<file path="src/rtl/imem_fetch_ctrl_pkg.sv">
// Shared processor defines: fetch FSM state encoding, reset PC, halt opcode
// and the address-mask helper used by the fetch controller and PC counter.
package imem_fetch_ctrl_pkg;

   typedef enum logic [1:0] {
      ST_IDLE = 2'd0,
      ST_LOAD = 2'd1,
      ST_RUN  = 2'd2,
      ST_HALT = 2'd3
   } fetch_state_e;

   localparam logic [15:0] DEF_RESET_PC    = 16'h0000;
   localparam logic [15:0] DEF_HALT_OPCODE = 16'hFFFF;

   // Mask keeping the low aw bits of a 16-bit address (aw=16 keeps all).
   function automatic logic [15:0] addr_mask(input int unsigned aw);
      logic [31:0] m;
      m = (32'd1 << aw) - 32'd1;
      return m[15:0];
   endfunction

endpackage

</file>
<file path="src/rtl/imem_fetch_ctrl_pc_counter.sv">
// Program counter: restart to RESET_PC, redirect to a branch target, or
// advance by one, always wrapping inside the AW-bit instruction space.
module pc_counter
   import imem_fetch_ctrl_pkg::*;
#(
   parameter int          AW       = 8,
   parameter logic [15:0] RESET_PC = DEF_RESET_PC
) (
   input  logic        clk,
   input  logic        rst_n,
   input  logic        restart,
   input  logic        redirect,
   input  logic        advance,
   input  logic [15:0] target,
   output logic [15:0] pc
);

   localparam logic [15:0] PC_MASK = addr_mask(AW);

   logic [15:0] pc_d, pc_q;

   // NOTE: every always_comb output gets a default first so no path infers a latch.
   always_comb begin
      pc_d = pc_q;
      if (restart) begin
         pc_d = RESET_PC & PC_MASK;
      end else if (redirect) begin
         pc_d = target & PC_MASK;
      end else if (advance) begin
         pc_d = (pc_q + 16'd1) & PC_MASK;
      end
   end

   // NOTE: state registers use non-blocking assignments so all flops update together.
   always_ff @(posedge clk or negedge rst_n) begin
      if (!rst_n) begin
         pc_q <= RESET_PC & PC_MASK;
      end else begin
         pc_q <= pc_d;
      end
   end

   assign pc = pc_q;

endmodule

</file>
<file path="src/rtl/imem_fetch_ctrl.sv">
// Instruction fetch controller: arbitrates the instruction-memory port between
// the program loader and the fetch stage, and runs the IDLE/LOAD/RUN/HALT FSM.
module imem_fetch_ctrl
   import imem_fetch_ctrl_pkg::*;
#(
   parameter int          AW          = 8,
   parameter logic [15:0] RESET_PC    = DEF_RESET_PC,
   parameter logic [15:0] HALT_OPCODE = DEF_HALT_OPCODE
) (
   input  logic        clk,
   input  logic        rst_n,
   input  logic        start,
   input  logic        load_req,
   output logic        load_gnt,
   input  logic        load_we,
   input  logic [15:0] load_addr,
   input  logic [15:0] load_data,
   output logic [15:0] imem_addr,
   output logic [15:0] imem_wdata,
   output logic        imem_we,
   input  logic [15:0] imem_rdata,
   input  logic        stall,
   input  logic        branch_valid,
   input  logic [15:0] branch_target,
   output logic        if_valid,
   output logic [15:0] if_inst,
   output logic [15:0] if_pc,
   output logic        halted
);

   fetch_state_e state_d, state_q;
   logic         load_gnt_d, load_gnt_q;
   logic         if_valid_d, if_valid_q;
   logic [15:0]  if_inst_d, if_inst_q;
   logic [15:0]  if_pc_d, if_pc_q;
   logic         pc_restart, pc_redirect, pc_advance;
   logic [15:0]  pc;

   pc_counter #(
      .AW       (AW),
      .RESET_PC (RESET_PC)
   ) u_pc (
      .clk      (clk),
      .rst_n    (rst_n),
      .restart  (pc_restart),
      .redirect (pc_redirect),
      .advance  (pc_advance),
      .target   (branch_target),
      .pc       (pc)
   );

   always_comb begin
      state_d     = state_q;
      if_valid_d  = 1'b0;
      if_inst_d   = if_inst_q;
      if_pc_d     = if_pc_q;
      pc_restart  = 1'b0;
      pc_redirect = 1'b0;
      pc_advance  = 1'b0;
      case (state_q)
         ST_IDLE, ST_HALT: begin
            if (load_req) begin
               state_d = ST_LOAD;
            end else if (start) begin
               state_d    = ST_RUN;
               pc_restart = 1'b1;
            end
         end
         ST_LOAD: begin
            if (!load_req) begin
               state_d    = ST_IDLE;
               pc_restart = 1'b1;
            end
         end
         ST_RUN: begin
            // A branch flushes even a stalled stage; a halt word is never issued.
            if (branch_valid) begin
               pc_redirect = 1'b1;
            end else if (stall) begin
               if_valid_d = if_valid_q;
            end else if (imem_rdata == HALT_OPCODE) begin
               state_d = ST_HALT;
            end else begin
               if_valid_d = 1'b1;
               if_inst_d  = imem_rdata;
               if_pc_d    = pc;
               pc_advance = 1'b1;
            end
         end
         default: state_d = ST_IDLE;
      endcase
   end

   assign load_gnt_d = (state_d == ST_LOAD);

   always_ff @(posedge clk or negedge rst_n) begin
      if (!rst_n) begin
         state_q    <= ST_IDLE;
         load_gnt_q <= 1'b0;
         if_valid_q <= 1'b0;
         if_inst_q  <= 16'h0000;
         if_pc_q    <= 16'h0000;
      end else begin
         state_q    <= state_d;
         load_gnt_q <= load_gnt_d;
         if_valid_q <= if_valid_d;
         if_inst_q  <= if_inst_d;
         if_pc_q    <= if_pc_d;
      end
   end

   // The loader only reaches the memory port while the FSM is in LOAD.
   always_comb begin
      imem_addr  = pc;
      imem_wdata = 16'h0000;
      imem_we    = 1'b0;
      if (state_q == ST_LOAD) begin
         imem_addr  = load_addr;
         imem_wdata = load_data;
         imem_we    = load_we & load_gnt_q;
      end
   end

   assign load_gnt = load_gnt_q;
   assign if_valid = if_valid_q;
   assign if_inst  = if_inst_q;
   assign if_pc    = if_pc_q;
   assign halted   = (state_q == ST_HALT);

endmodule

</file>
<file path="config.mk">
export PLATFORM = sky130hd
export DESIGN_NAME = imem_fetch_ctrl
export DESIGN_NICKNAME = d
export VERILOG_FILES = /design/src/rtl/imem_fetch_ctrl_pkg.sv /design/src/rtl/imem_fetch_ctrl_pc_counter.sv /design/src/rtl/imem_fetch_ctrl.sv
export SDC_FILE = /design/constraint.sdc
export NUM_CORES = 1
export LEC_CHECK = 0
export BUFFER_PORTS_ARGS = -buffer_cell sky130_fd_sc_hd__buf_2
export CORE_ASPECT_RATIO = 0.5
export CORE_MARGIN = 3
export CORE_UTILIZATION = 45
export DETAILED_ROUTE_END_ITERATION = 10
export GPL_TIMING_DRIVEN = 1
export MAX_ROUTING_LAYER = met4
export PLACE_DENSITY = 0.86
export SLEW_MARGIN = 10
export SYNTH_ARGS = -nofsm -noshare
export SYNTH_HDL_FRONTEND = slang
export SYNTH_SLANG_ARGS = --single-unit
</file>
<file path="constraint.sdc">
create_clock -name clk -period 6.19 [get_ports clk]
set_input_delay 0.9285 -clock clk [delete_from_list [all_inputs] [get_ports clk]]
set_output_delay 0.9285 -clock clk [all_outputs]
set_load 0.02 [all_outputs]
</file>
==> results of run 1 <==
==> worst min-delay path by stage <==
stage	start	to	slack, ns
2_1_floorplan	u_pc.pc[7]	if_pc[7]	0.55
3_3_place_gp	if_inst[10]	if_inst[10]	0.48
3_5_place_dp	if_pc[6]	if_pc[6]	0.49
4_1_cts	if_inst[7]	if_inst[7]	0.51
5_1_grt	if_inst[7]	if_inst[7]	0.53
6_report	if_inst[7]	if_inst[7]	0.51
==> cell usage in the layout (no fill, tap or decap), types with 2 or more instances in the layout <==
cell type  count
mux2_2        32
a21oi_1        7
nand2_1       10
conb_1         8
nor2b_1        2
o2111ai_1      3
xnor2_1        2
buf_2        122
o211ai_1       4
a31oi_1        3
nand3_1        9
a211oi_1       2
o21a_1         2
nand4_1        7
or4_1          2
nor3_1         2
and2_1        25
clkbuf_8       5
inv_1          2
ha_1           4
nor2_1         6
dfrtp_1       36
a221o_1        3
==> registers in the layout, summed over array words and instances (netlist names) <==
signal    cells
state_q       2
if_inst      16
u_pc.pc       8
load_gnt      1
if_valid      1
if_pc         8
==> worst max-delay path, delay by kind of cell, from the launching register on <==
| family | cells | cell delay, ns |
|---|---|---|
| DFF | 1 | 0.42 |
| adders and majority gates | 1 | 0.84 |
| muxes | 1 | 0.43 |
| buffers and inverters | 2 | 0.23 |
==> through the flow <==
step | util, % | setup slack (ns)
after CTS | 66.7 | 3.05
after floorplan | - | 3.73
after global placement | 64.1 | 3.29
after global routing | 66.7 | 2.89
after detailed placement | 64.1 | 3.22
final | 66.7 | 3.05
==> where the power goes <==
group | total (mW) | internal, mW | switching, mW
logic | 0.716 | 0.291 | 0.424
registers | 0.418 | 0.335 | 0.0829
clock network | 0.205 | 0.120 | 0.0850
total | 1.34 | 0.746 | 0.592
==> per-layer routing <==
metal	share of wire [%]	GRT usage, %
met3	7.8	4.40
met2	53	43.5
met1	38	27.0
met4	0.79	3.05
met5	0	-
==> cell type report <==
type                    count  area, um^2
multi-input cells         146        1080
clock inverters             2        35.0
fillers                   345        1390
flip-flops and latches     36         901
clock buffers               6        72.6
well taps                  54        67.6
repair buffers            123         618
inverters                   2        7.51
==> logic make-up after synthesis <==
group	after synthesis	share of synthesized area (%)
simple gates	69	18.9
other cells	1	0.181
buf+inv	22	5.80
flops	36	43.5
mux	32	17.4
xor+xnor	3	1.27
fa+ha+maj	4	2.42
compound gates	30	10.5
==> impl_metrics.json, run 1 <==
{
  "worst_slew_pin_slew_ns": 1.05,
  "instances_no_fill": 369,
  "core_um2": 4160,
  "critPathMaxFanout": 36,
  "wire_per_inst_um": 16.5,
  "finalSetupViolCount": 0,
  "die_h_um": 54.0,
  "drive_gt1_share_pct": 51.7,
  "routed_wl_mm": 6.08,
  "cts-resized-gates": 0,
  "slowest_stage": "ha_1",
  "die_w_um": 102,
  "status": "finished, final reports clean",
  "ys_seq_elements": 36,
  "drv_cap": 0,
  "drt_iter0_drc": 236,
  "yosysMostFrequentCell": "dfrtp_1",
  "clock-sinks": 36,
  "dr.pass1.iters": 5,
  "skew_ns": 0.00343,
  "post_cts_buffers": 0,
  "finalInstanceArea_um2": 2780,
  "arrival_ns": 2.21,
  "grt_setup_unrepaired": "false",
  "fin_crit_ns": 3.14,
  "die-area_um2": 5500,
  "postSynth.asyncResetShare_pct": 100,
  "port_buffers": 122,
  "synthFlopType": "dfrtp_1",
  "total_power_mw": 1.34,
  "cts_hold_buf": 0,
  "initial_utilization_pct": 49.7,
  "dpl_cell_area_um2": 2670,
  "r2r_start": "state_q[0]",
  "fin_tns_setup_ns": 0,
  "grt_pass1_wl_mm": 9.56,
  "fin_nets": 389,
  "fmax_mhz": 318,
  "endpoint_kind": "primary output",
  "netlist_instances": 197,
  "grt_usage_pct": 23.1,
  "syn_area_per_cell_um2": 10.5,
  "powerDensity_nw_per_um2": 482,
  "path_clk_slew_ns": 0.07,
  "cpPeakStageDelay_ns": 0.84,
  "synth_area_leader_cell": "dfrtp_1",
  "yosys_warnings": 0,
  "dp_hpwl_mm": 4.58,
  "dp_cells": 361,
  "slew_viol_final": 0,
  "yosysSeqAreaShare_pct": 43.5,
  "area_growth_syn_to_layout_pct": 34.1,
  "viasPerCell": 5.48,
  "synth_top_area_share_pct": 43.5,
  "vias": 2023,
  "htree_levels": 2,
  "cp-start-kind": "flip-flop",
  "r2r_cells": 5,
  "cts_tree": "yes",
  "synth-edff-count": 0,
  "synth_commonest_cells": "36 x dfrtp_1, 32 x mux2_2, 25 x and2_1, 10 x buf_4, 10 x nand2_1",
  "fin_crit_sh_pct": 50.7,
  "crit_path_end": "imem_addr[1]",
  "peakVddDrop_v": 0.000236,
  "startpoint": "state_q[1]",
  "hold_violations": 0,
  "leakagePower_nw": 1.47,
  "overflow": 0,
  "ios": 139,
  "antenna_found_initial": 0,
  "path_cells": "inv_1 > ha_1 > mux2_2 > buf_2",
  "slew-limit-headroom_pct": 29.5,
  "grt_pass1_vias": 1913,
  "gp_congestion": 1.00,
  "synth_area_leaders": "dfrtp_1 44%, mux2_2 17%, and2_1 7.6%",
  "root_buffer": "clkbuf_8",
  "cts_buffers": 5,
  "num_antenna_cells": 0,
  "hold_ws_ns": 0.506,
  "synth.distinct_cells": 37,
  "crit_type": "flip-flop to primary output",
  "drc_errors": 0,
  "antenna_left": 0,
  "num_rows": 16,
  "r2r-end": "if_pc[3]",
  "hold_depth": 1,
  "clk_latency_ns": 0.28,
  "grt_max_degree": 37,
  "crit_required_ns": 5.26,
  "cts_buffer_depth": 2,
  "synth_area_um2": 2070,
  "holdCritPathClass": "flip-flop to flip-flop",
  "reg2reg_slack_ns": 3.49
}
(Power assumes the default switching activity.)
==> run 2: changes to the inputs <==
--- a/config.mk
+++ b/config.mk
@@ -8,11 +8,11 @@
 export BUFFER_PORTS_ARGS = -buffer_cell sky130_fd_sc_hd__buf_2
 export CORE_ASPECT_RATIO = 0.5
 export CORE_MARGIN = 3
-export CORE_UTILIZATION = 45
+export CORE_UTILIZATION = 42
 export DETAILED_ROUTE_END_ITERATION = 10
 export GPL_TIMING_DRIVEN = 1
 export MAX_ROUTING_LAYER = met4
-export PLACE_DENSITY = 0.86
+export PLACE_DENSITY = 0.81
 export SLEW_MARGIN = 10
 export SYNTH_ARGS = -nofsm -noshare
 export SYNTH_HDL_FRONTEND = slang
==> constraint.sdc (replaced) <==
create_clock -name clk -period 3.25 [get_ports clk]
set_input_delay 0.4875 -clock clk [delete_from_list [all_inputs] [get_ports clk]]
set_output_delay 0.4875 -clock clk [all_outputs]
set_load 0.02 [all_outputs]
==> run 2 against run 1 <==
Compared with the run above: die area up 6.5%; cell area up 1.2%; power up 90%; register-to-register slack got worse by 2.7 ns; clock power is 92% higher; sequential power increased by 90%; cell count is 3.8% higher; via count shrank 2.7%; non-clock buffer count grew 2; worst hold slack lost 0.22 ns; critical path type unchanged; clock skew is 0.0012 ns higher.
==> impl_metrics.json, run 2 (synthesized netlist as in run 1, its figures left out) <==
{
  "grt_pass1_vias": 1959,
  "dp_hpwl_mm": 4.37,
  "critPathMaxFanout": 21,
  "grt_usage_pct": 19.7,
  "die-area_um2": 5860,
  "fin_tns_setup_ns": 0,
  "fin_crit_sh_pct": 80.1,
  "post-place-ws_ns": 0.853,
  "endpoint_kind": "primary output",
  "fmax_mhz": 384,
  "status": "finished, final reports clean",
  "leakagePower_nw": 1.48,
  "drv_cap": 0,
  "cts_buffers": 5,
  "path_cells": "inv_1 > ha_1 > buf_4 > mux2_2 > buf_2",
  "fin_crit_ns": 2.60,
  "dr.pass1.iters": 4,
  "area_growth_syn_to_layout_pct": 35.8,
  "drc_errors": 0,
  "cp-start-kind": "flip-flop",
  "ios": 139,
  "die_w_um": 105,
  "gp_congestion": 0.818,
  "vias": 1969,
  "slowest_stage": "ha_1",
  "die_h_um": 55.7,
  "hold_violations": 0,
  "core_um2": 4570,
  "clock-sinks": 36,
  "port_buffers": 122,
  "wire_per_inst_um": 14.7,
  "powerDensity_nw_per_um2": 905,
  "critPathBufInv": 3,
  "slew-limit-headroom_pct": 46.6,
  "holdCritPathClass": "input pin to asynchronous set/reset pin",
  "peakVddDrop_v": 0.000433,
  "path_clk_slew_ns": 0.07,
  "skew_ns": 0.00463,
  "num_rows": 17,
  "overflow": 0,
  "grt_setup_unrepaired": "false",
  "crit_family": "buffers and inverters",
  "cts_tree": "yes",
  "cpPeakStageDelay_ns": 0.53,
  "antenna_found_initial": 0,
  "root_buffer": "clkbuf_8",
  "slew_viol_final": 0,
  "r2r_cells": 6,
  "initial_utilization_pct": 45.3,
  "drive_gt1_share_pct": 52.4,
  "htree_levels": 2,
  "cts_hold_buf": 0,
  "r2r_start": "state_q[0]",
  "crit_path_end": "imem_addr[7]",
  "path_depth": 5,
  "antenna_left": 0,
  "post_cts_buffers": 0,
  "worst_slew_pin_slew_ns": 0.801,
  "layout_commonest_cell": "buf_2",
  "clk_latency_ns": 0.29,
  "cts_buffer_depth": 2,
  "largest_reg_flops": 16,
  "cts-resized-gates": 0,
  "r2r-end": "if_pc[0]",
  "mostFrequentLayoutCells": "122 x buf_2, 36 x dfrtp_1, 32 x mux2_2, 25 x and2_1, 10 x nand2_1",
  "crit_required_ns": 2.76,
  "viasPerCell": 5.14,
  "crit_type": "flip-flop to primary output",
  "grt_max_degree": 37,
  "routed_wl_mm": 5.65,
  "grt_pass1_wl_mm": 9.23,
  "startpoint": "state_q[1]",
  "fin_ws_ns": 0.646,
  "reg2reg_slack_ns": 0.79,
  "fin_nets": 391,
  "finalSetupViolCount": 0,
  "arrival_ns": 2.12,
  "drt_iter0_drc": 131,
  "num_antenna_cells": 0
}
run 2: cell types whose count changed in the layout (fill, tap and decap cells not counted), sizes merged:
cell,delta
buf,+2
clkbuf,-1
clkinvlp,+1
run 2: power by group:
| part | switching (mW) | leakage (nW) | internal [mW] |
|---|---|---|---|
| clock network | 0.166 | 0.0541 | 0.227 |
| logic | 0.793 | 0.963 | 0.562 |
| registers | 0.158 | 0.460 | 0.638 |
run 2: how the worst min path moves through the flow:
| stage | end | from | cells after the start | slack (ns) |
|---|---|---|---|---|
| global placement | if_inst[7] | if_inst[7] | 1 | 0.48 |
| finish | u_pc.pc[6] | rst_n | 1 | 0.29 |
| global route | u_pc.pc[3] | rst_n | 1 | 0.34 |
| detailed placement | if_inst[14] | if_inst[14] | 1 | 0.49 |
| CTS | u_pc.pc[0] | rst_n | 1 | 0.31 |
| floorplan | if_inst[0] | rst_n | 0 | 0.19 |
run 2: stage by stage:
step	instance area, um^2	util [%]	cells	total power [mW]	hold WS, ns
after global placement	2700	59.0	375	2.11	0.485
final	2810	61.5	383	2.54	0.286
after CTS	2810	61.5	383	2.56	0.307
after detailed placement	2700	59.0	375	2.16	0.487
after floorplan	2100	-	204	1.71	0.192
after global routing	2810	61.5	383	2.70	0.343
run 2: area by class of cell:
| class | count | area (um^2) |
|---|---|---|
| clock buffer | 5 | 68.8 |
| clock inverter | 3 | 42.5 |
| fill | 386 | 1760 |
| sequential | 36 | 901 |
| inverter | 2 | 7.51 |
| tap | 66 | 82.6 |
| multi-input combinational | 146 | 1080 |
| timing repair buffer | 125 | 633 |
run 2: metal layers:
| metal | vias to the layer above | track usage [%] | part of all wire [%] |
|---|---|---|---|
| met2 | 99 | 34.3 | 52 |
| met5 | - | - | 0 |
| li1 | 934 | - | - |
| met3 | 6 | 5.45 | 7.3 |
| met4 | 0 | 4.67 | 0.89 |
| met1 | 930 | 22.9 | 39 |
==> run 3: changes to the inputs <==
==> constraint.sdc (replaced) <==
create_clock -name clk -period 2.68 [get_ports clk]
set_input_delay 0.402 -clock clk [delete_from_list [all_inputs] [get_ports clk]]
set_output_delay 0.402 -clock clk [all_outputs]
set_load 0.02 [all_outputs]
==> run 3 against run 2 <==
Compared with the run above: setup slack worse by 0.30 ns; cell count up 0.78%; clock skew about the same; register-to-register slack worse by 0.28 ns; non-clock buffer count up 3; via count up 0.96%; count of clock-buffer cells in the layout up 2; clock power up 2%; sequential power up 22%; global-route usage down 0.093 points; flip-flop and latch count unchanged; die area unchanged; critical endpoint is now imem_addr[5].
==> impl_metrics.json, run 3 (synthesized netlist as in run 1, its figures left out) <==
{
  "status": "finished, final reports clean",
  "dp_hpwl_mm": 4.52,
  "drt_iter0_drc": 166,
  "path_depth": 5,
  "grt_pass1_wl_mm": 9.03,
  "arrival_ns": 1.93,
  "crit_type": "flip-flop to primary output",
  "fmax_mhz": 428,
  "fin_tns_setup_ns": 0,
  "core_um2": 4570,
  "path_cells": "inv_1 > ha_1 > buf_4 > mux2_2 > buf_2",
  "powerDensity_nw_per_um2": 1070,
  "fin_nets": 394,
  "vias": 1988,
  "antenna_found_initial": 0,
  "fin_crit_sh_pct": 87.1,
  "cts_buffer_depth": 2,
  "largest_reg_flops": 16,
  "use_met2_pct": 34.4,
  "layout_commonest_cell": "buf_2",
  "finalSetupViolCount": 0,
  "drc_errors": 0,
  "post_cts_buffers": 0,
  "viasPerCell": 5.15,
  "critPathMaxFanout": 14,
  "clk_latency_ns": 0.29,
  "busiest_layer": "met2",
  "leakagePower_nw": 1.48,
  "hold_violations": 0,
  "overflow": 0,
  "grt_setup_unrepaired": "false",
  "cts_hold_buf": 0,
  "area_growth_syn_to_layout_pct": 36.0,
  "drv_cap": 0,
  "htree_levels": 2,
  "slew_viol_final": 0,
  "slew-limit-headroom_pct": 47.2,
  "die_h_um": 55.7,
  "cp-start-kind": "flip-flop",
  "mostFrequentLayoutCells": "122 x buf_2, 36 x dfrtp_1, 32 x mux2_2, 25 x and2_1, 10 x nand2_1",
  "holdCritPathClass": "input pin to asynchronous set/reset pin",
  "dr.pass1.iters": 4,
  "worst_slew_pin_slew_ns": 0.792,
  "fin_crit_ns": 2.33,
  "crit_family": "buffers and inverters",
  "num_rows": 17,
  "root_buffer": "clkbuf_8",
  "met1_usage_pct": 21.3,
  "grt_pass1_vias": 1947,
  "grt_max_degree": 37,
  "gp_congestion": 0.803,
  "use_met3_pct": 4.75,
  "total_power_mw": 3.03,
  "ios": 139,
  "wire_per_inst_um": 14.9,
  "dpl_cell_area_um2": 2720,
  "hold_ws_ns": 0.197,
  "clock-sinks": 36,
  "cpPeakStageDelay_ns": 0.43,
  "die-area_um2": 5860,
  "cts_tree": "yes",
  "path_clk_slew_ns": 0.07,
  "num_antenna_cells": 0,
  "dp_cells": 378,
  "drive_gt1_share_pct": 52.5,
  "skew_ns": 0.00466,
  "finalInstanceArea_um2": 2820,
  "endpoint_kind": "primary output",
  "peakVddDrop_v": 0.000539,
  "initial_utilization_pct": 45.3,
  "cts_buffers": 5,
  "r2r_cells": 6,
  "instances_no_fill": 386,
  "slowest_stage": "dfrtp_1",
  "routed_wl_mm": 5.75,
  "die_w_um": 105,
  "antenna_left": 0,
  "cts-resized-gates": 0,
  "critPathBufInv": 3,
  "grt_usage_pct": 19.6,
  "crit_required_ns": 2.28,
  "port_buffers": 122
}
## run 3: metrics by stage
step	setup slack, ns	util [%]
2_1_floorplan	0.615	-
3_3_place_gp	0.425	59.5
3_5_place_dp	0.376	59.5
4_1_cts	0.348	61.6
5_1_grt	0.233	61.6
6_report	0.346	61.6
## run 3: layer usage
metal	vias up	part of all wire, %
li1	937	-
met1	953	39
met4	0	2.1
met2	85	52
met5	-	0
met3	13	7.0
## run 3: where the power goes
| part | total (mW) | internal, mW | switching (mW) |
|---|---|---|---|
| registers | 0.971 | 0.774 | 0.197 |
| clock network | 0.400 | 0.209 | 0.191 |
| logic | 1.66 | 0.694 | 0.962 |
## run 3: layout make-up
cell class                 count  area, um^2
inverter                       2        7.51
multi-input combinational    146        1080
clock buffer                   7        86.3
sequential                    36         901
timing repair buffer         128         656
tap                           66        82.6
clock inverter                 1        7.51
fill                         398        1760
## run 3: worst paths after layout
path / startpoint / end / slack, ns
min in group clk: branch_target[1] / u_pc.pc[1] / 0.35
worst max register to register: state_q[0] / u_pc.pc[7] / 0.51
worst min register to register: if_inst[14] / if_inst[14] / 0.50
max in group asynchronous: rst_n / if_pc[3] / 1.98
worst max-delay path: state_q[1] / imem_addr[5] / 0.35
worst min-delay path: rst_n / u_pc.pc[6] / 0.20
